==> src/rtl/stream_matrix_loader_cfg.sv <==
// stream_matrix_loader_cfg: loads one run-time-sized matrix from a data stream into an external memory write port
module stream_matrix_loader_cfg #(
  parameter int MAX_ROWS = 4,
  parameter int MAX_COLS = 5,
  parameter int WIDTH = 32,
  localparam int ROW_ADDR_WIDTH = MAX_ROWS > 1 ? $clog2(MAX_ROWS) : 1,
  localparam int COL_ADDR_WIDTH = MAX_COLS > 1 ? $clog2(MAX_COLS) : 1,
  localparam int ROW_CFG_WIDTH = $clog2(MAX_ROWS + 1),
  localparam int COL_CFG_WIDTH = $clog2(MAX_COLS + 1)
) (
  input  logic                      clk,
  input  logic                      rst,
  input  logic                      start,
  input  logic [ROW_CFG_WIDTH-1:0]  cfg_rows,
  input  logic [COL_CFG_WIDTH-1:0]  cfg_cols,
  input  logic                      cfg_col_major,
  output logic                      busy,
  output logic                      done,
  output logic                      finished_loading,
  output logic                      cfg_error,
  output logic                      ds_next_data,
  input  logic [WIDTH-1:0]          ds_out,
  input  logic                      ds_valid,
  input  logic                      write_stall,
  output logic [ROW_ADDR_WIDTH-1:0] write_row_addr,
  output logic [COL_ADDR_WIDTH-1:0] write_col_addr,
  output logic [WIDTH-1:0]          write_data,
  output logic                      write_ready
);
  typedef enum logic [1:0] {IDLE, LOAD, DONE} state_e;
  state_e state_q;
  logic [ROW_CFG_WIDTH-1:0] rows_q;
  logic [COL_CFG_WIDTH-1:0] cols_q;
  logic cm_q, done_q, fin_q, err_q, wr_q;
  logic [ROW_ADDR_WIDTH-1:0] row_q, row_d, wr_row_q;
  logic [COL_ADDR_WIDTH-1:0] col_q, col_d, wr_col_q;
  logic [WIDTH-1:0] wr_data_q;
  logic last_row, last_col, accept, cfg_ok;
  always_comb begin
    last_row = ROW_CFG_WIDTH'(row_q) == rows_q - ROW_CFG_WIDTH'(1);
    last_col = COL_CFG_WIDTH'(col_q) == cols_q - COL_CFG_WIDTH'(1);
    accept = ds_valid & ds_next_data;
    cfg_ok = cfg_rows != '0 && cfg_rows <= ROW_CFG_WIDTH'(MAX_ROWS) &&
             cfg_cols != '0 && cfg_cols <= COL_CFG_WIDTH'(MAX_COLS);
    row_d = cm_q ? (last_row ? '0 : row_q + 1'b1) : (last_col ? row_q + 1'b1 : row_q);
    col_d = cm_q ? (last_row ? col_q + 1'b1 : col_q) : (last_col ? '0 : col_q + 1'b1);
  end
  assign ds_next_data = state_q == LOAD && !write_stall;
  assign busy = state_q != IDLE;
  assign done = done_q;
  assign finished_loading = fin_q;
  assign cfg_error = err_q;
  assign write_ready = wr_q;
  assign write_row_addr = wr_row_q;
  assign write_col_addr = wr_col_q;
  assign write_data = wr_data_q;
  always_ff @(posedge clk) begin
    if (rst) begin
      state_q   <= IDLE;
      rows_q    <= '0;
      cols_q    <= '0;
      cm_q      <= 1'b0;
      row_q     <= '0;
      col_q     <= '0;
      done_q    <= 1'b0;
      fin_q     <= 1'b0;
      err_q     <= 1'b0;
      wr_q      <= 1'b0;
      wr_row_q  <= '0;
      wr_col_q  <= '0;
      wr_data_q <= '0;
    end else begin
      done_q <= 1'b0;
      err_q  <= 1'b0;
      wr_q   <= 1'b0;
      case (state_q)
        IDLE: if (start) begin
          if (cfg_ok) begin
            rows_q  <= cfg_rows;
            cols_q  <= cfg_cols;
            cm_q    <= cfg_col_major;
            row_q   <= '0;
            col_q   <= '0;
            fin_q   <= 1'b0;
            state_q <= LOAD;
          end else err_q <= 1'b1;
        end
        LOAD: if (accept) begin
          wr_q      <= 1'b1;
          wr_row_q  <= row_q;
          wr_col_q  <= col_q;
          wr_data_q <= ds_out;
          row_q     <= row_d;
          col_q     <= col_d;
          // the final element's write issues alongside done and finished_loading
          if (last_row && last_col) begin
            state_q <= DONE;
            done_q  <= 1'b1;
            fin_q   <= 1'b1;
          end
        end
        default: state_q <= IDLE;
      endcase
    end
  end
endmodule

==> config.mk <==
export PLATFORM = sky130hd
export DESIGN_NAME = stream_matrix_loader_cfg
export DESIGN_NICKNAME = d
export VERILOG_FILES = /design/src/rtl/stream_matrix_loader_cfg.sv
export SDC_FILE = /design/constraint.sdc
export NUM_CORES = 1
export LEC_CHECK = 0
export ABC_AREA = 1
export ABC_CLOCK_PERIOD_IN_PS = 1700
export BUFFER_PORTS_ARGS = -buffer_cell sky130_fd_sc_hd__buf_2
export CAP_MARGIN = 40
export CORE_MARGIN = 2
export CORE_UTILIZATION = 50
export CTS_BUF_LIST = sky130_fd_sc_hd__clkbuf_8
export DETAILED_ROUTE_END_ITERATION = 7
export PLACE_DENSITY = 0.93
export SLEW_MARGIN = 5
export SYNTH_ARGS = -nofsm -noshare
export SYNTH_HDL_FRONTEND = slang
export SYNTH_SLANG_ARGS = --single-unit
==> constraint.sdc <==
create_clock -name clk -period 1.7 [get_ports clk]
set_input_delay 0.085 -clock clk [delete_from_list [all_inputs] [get_ports clk]]
set_output_delay 0.085 -clock clk [all_outputs]
set_load 0.01 [all_outputs]
==> impl_metrics.prom <==
# TYPE chip_impl_metric gauge
chip_impl_metric{name="final_count_of_pins_violating_max_slew",unit=""} 0
chip_impl_metric{name="synth.yosys.warnings",unit=""} 0
chip_impl_info{name="synth.largest_area_cell",value="sky130_fd_sc_hd__dfxtp_1"} 1
chip_impl_metric{name="place_area",unit="sq um"} 2743
chip_impl_metric{name="fin_tns_setup",unit="ns"} 0
chip_impl_info{name="run_status",value="complete, no violations"} 1
chip_impl_metric{name="power_per_cell_area",unit="nW/um^2"} 917.9
chip_impl_metric{name="grt_antenna_before_repair",unit=""} 0
chip_impl_metric{name="detailedRoute.firstIterationViolations",unit=""} 175
chip_impl_metric{name="postSynthAreaPerCell",unit="sq um"} 7.336
chip_impl_metric{name="power.static_leakage",unit="uW"} 0.001435
chip_impl_metric{name="die_area",unit="sq um"} 5057
chip_impl_metric{name="synth.top_cell.area_share",unit="%"} 48.89
chip_impl_metric{name="switching_share",unit="%"} 23.58
chip_impl_info{name="worstSetupEndpointType",value="flip-flop"} 1
chip_impl_metric{name="number_of_setup_violations_in_the_final_report",unit=""} 0
chip_impl_metric{name="worst-slew-pin-transition",unit="ns"} 0.4722
chip_impl_info{name="final_cell_mix",value="86 x sky130_fd_sc_hd__buf_2, 79 x sky130_fd_sc_hd__nor2_1, 53 x sky130_fd_sc_hd__dfxtp_1"} 1
chip_impl_metric{name="wirelength",unit="microns"} 5228
chip_impl_info{name="startpoint_type",value="flip-flop"} 1
chip_impl_info{name="critical_path_class",value="reg -> reg"} 1
chip_impl_metric{name="synthesis.instances",unit=""} 307
chip_impl_metric{name="initial_utilization",unit="%"} 51.72
chip_impl_info{name="startpoint",value="cols_q[0]$_SDFFE_PP0P_"} 1
chip_impl_info{name="tritoncts",value="built"} 1
chip_impl_metric{name="grt_max_degree",unit=""} 36
chip_impl_metric{name="clock_insertion_delay_worst_skew",unit="ns"} 0.30
chip_impl_metric{name="chipWidth",unit="microns"} 71.12
chip_impl_metric{name="mappedNetlistArea",unit="sq um"} 2252
chip_impl_metric{name="seq_power_share",unit="%"} 50.4
chip_impl_metric{name="fin_worst_hold_slack",unit="ns"} 0.02826
chip_impl_metric{name="routabilityCongestion",unit=""} 0.8643
chip_impl_metric{name="syn2layout_area_growth",unit="%"} 30.67
chip_impl_metric{name="worstHoldPathCells",unit=""} 3
chip_impl_metric{name="critical_path_rt",unit="ns"} 1.89
chip_impl_info{name="grt_setup_unrepaired",value="no"} 1
chip_impl_metric{name="htree_levels",unit=""} 2
chip_impl_metric{name="drt_pass1_iterations",unit=""} 4
chip_impl_metric{name="numCtsBuffers",unit=""} 5
chip_impl_metric{name="r2r.worst_path.cells",unit=""} 10
chip_impl_metric{name="worst_slew_margin_rel",unit="%"} 68.44
chip_impl_metric{name="synth.ff_latch_count",unit=""} 55
chip_impl_metric{name="first_pass_grt_wire_length",unit="microns"} 8273
chip_impl_metric{name="synth_cell_types",unit=""} 23
chip_impl_metric{name="finalHoldViolCount",unit=""} 0
chip_impl_metric{name="remaining_antenna_violation_count_after_routing",unit=""} 0
chip_impl_metric{name="cts.sinks",unit=""} 55
chip_impl_metric{name="power.clock.fraction",unit="%"} 36.7
chip_impl_metric{name="core",unit="sq um"} 4354
chip_impl_metric{name="synth_sequential_area_ratio",unit="%"} 48.89
chip_impl_metric{name="cell_internal_pwr",unit="uW"} 2064
chip_impl_info{name="synth_area_leaders",value="sky130_fd_sc_hd__dfxtp_1 49%, sky130_fd_sc_hd__nor2_1 14%, sky130_fd_sc_hd__o21ai_0 10%"} 1
chip_impl_metric{name="post_route_cells_drive_above_1_share",unit="%"} 30.38
chip_impl_metric{name="skew",unit="ns"} 0.004574
chip_impl_metric{name="worst_ep_arrival_time",unit="ns"} 1.76
chip_impl_metric{name="synthesis.nets",unit=""} 354
chip_impl_info{name="hold_path.class",value="in -> reg"} 1
chip_impl_metric{name="global_route.overflow_total",unit=""} 0
chip_impl_metric{name="ioPinCount",unit=""} 87
chip_impl_metric{name="vias_per_cell",unit=""} 4.872
chip_impl_metric{name="globalRouteTotalUtil",unit="%"} 20.19
chip_impl_metric{name="detailedPlace.worstSlack",unit="ns"} 0.03232
chip_impl_metric{name="share_of_power_burned_in_combinational_logic",unit="%"} 12.9
chip_impl_metric{name="std_cell_rows",unit=""} 24
chip_impl_metric{name="layout.cell_area.non_filler",unit="sq um"} 2943
chip_impl_metric{name="timing.final.ws_setup",unit="ns"} 0.1334
chip_impl_info{name="ctsRootBufferMaster",value="sky130_fd_sc_hd__clkbuf_8"} 1
chip_impl_info{name="most_frequent_standard_cell_in_the_layout_excluding_fill_and_tap_cells",value="sky130_fd_sc_hd__buf_2"} 1
chip_impl_metric{name="port-buffer-count",unit=""} 86
chip_impl_metric{name="post-route-drc-count",unit=""} 0
chip_impl_metric{name="max-vdd-ir-drop",unit="uV"} 686.2
chip_impl_info{name="crit-reg2reg-launch",value="cols_q[0]$_SDFFE_PP0P_"} 1
chip_impl_metric{name="dp.final_hpwl",unit="microns"} 3766
chip_impl_metric{name="finish.net_count",unit=""} 441
chip_impl_metric{name="min_period_over_period",unit="%"} 92.15
chip_impl_metric{name="period_minus_slack",unit="ns"} 1.567
chip_impl_metric{name="grt_pass1_vias",unit=""} 1873
chip_impl_metric{name="worst_path_clk_slew",unit="ns"} 0.10
chip_impl_metric{name="die_h",unit="microns"} 71.12
chip_impl_metric{name="critPathMaxFanout",unit=""} 3
chip_impl_metric{name="n_antenna_cell",unit=""} 0
chip_impl_info{name="hold_path_origin",value="ds_out[8]"} 1
chip_impl_metric{name="ctsLongestPathBuffers",unit=""} 2
chip_impl_metric{name="fmaxAchievable",unit="GHz"} 0.6383
chip_impl_metric{name="cap_viol_max_count",unit=""} 0
chip_impl_metric{name="switching_power",unit="uW"} 637.0
chip_impl_metric{name="drt-wirelength-per-cell",unit="microns"} 11.70
chip_impl_metric{name="routed-via-count",unit=""} 2178
metrics by stage:
stage          cells  power (uW)  util, %
6_report         447        2701    67.59
5_1_grt          447        2817    67.59
4_1_cts          445        2699    66.09
3_5_place_dp     437        1712    62.99
3_3_place_gp     437        1701    62.99
2_1_floorplan    307        1588        -
cell families (layout without fill, tap and decap cells):
logic type,Yosys count,count (layout),synth area share (%)
AO/OA/AOI/OAI,67,67,15.72
XOR/XNOR,3,3,1.167
flip-flops,55,55,48.89
adder cells (fa/ha/maj),3,3,1.667
buffers and inverters,42,130,7.389
AND/OR/NAND/NOR,137,137,25.17
Yosys cell counts, drive strengths merged:
cell / count
nor2: 84
xor2: 1
nand3: 12
nand4: 1
dfxtp: 55
xnor2: 2
a21oi: 18
o21ai: 46
inv: 29
o211ai: 2
clkbuf: 8
ha: 3
o21bai: 1
buf: 5
nor3: 2
nand2: 38
metal layers:
metal	track usage (%)	share of wire, %	wire (microns)
met2	35.20	49	2576
met5	0	0	0
met1	25.51	44	2303
met4	4.822	0.65	34
met3	4.416	6.0	313
path summary, 6_finish.rpt:
path                                   endpoint  slack, ns
setup / recovery  finished_loading$_SDFFE_PP0P_       0.13
hold / removal       write_data[8]$_SDFFE_PP0P_       0.03
setup reg to reg  finished_loading$_SDFFE_PP0P_       0.13
hold reg to reg          cols_q[2]$_SDFFE_PP0P_       0.48
power by group through the flow:
stage	combinational [uW]	sequential [uW]	clock, uW
2_1_floorplan	191	1400	0
3_3_place_gp	313	1390	0
3_5_place_dp	322	1390	0
4_1_cts	325	1360	1010
5_1_grt	396	1370	1050
6_report	349	1360	992
what timing repair did:
item,4_1_cts,5_1_grt
pin swaps,0,8
resized for setup,1,10
hold buffers,0,0
setup endpoints to repair,1,8
buffers inserted,0,2
cell type report:
| type | count | area [sq um] |
|---|---|---|
| fillers | 367 | 1411 |
| inverters | 29 | 111.4 |
| multi-input cells | 210 | 1035 |
| repair buffers | 93 | 495.5 |
| clock buffers | 5 | 68.82 |
| well taps | 52 | 65.06 |
| clock inverters | 3 | 63.81 |
| flip-flops and latches | 55 | 1104 |
flip-flops by register name, summed over array words and instances, names as in the netlist:
name / count
state_q: 2
row_q: 2
write_col_addr: 3
done: 1
write_ready: 1
finished_loading: 1
write_data: 32
write_row_addr: 2
rows_q: 3
cfg_error: 1
cm_q: 1
cols_q: 3
col_q: 3
critical path: stages (launching register included):
cell and delay (ns):
sky130_fd_sc_hd__dfxtp_2 0.33, sky130_fd_sc_hd__inv_1 0.11, sky130_fd_sc_hd__ha_4 0.22, sky130_fd_sc_hd__xnor2_2 0.14, sky130_fd_sc_hd__nor2_2 0.13, sky130_fd_sc_hd__buf_4 0.13
sky130_fd_sc_hd__nand3_2 0.09, sky130_fd_sc_hd__nand2_1 0.10, sky130_fd_sc_hd__nand3_1 0.09, sky130_fd_sc_hd__nand2_1 0.07, sky130_fd_sc_hd__a21oi_1 0.07
Note: power is estimated with default switching activity, not from simulation.
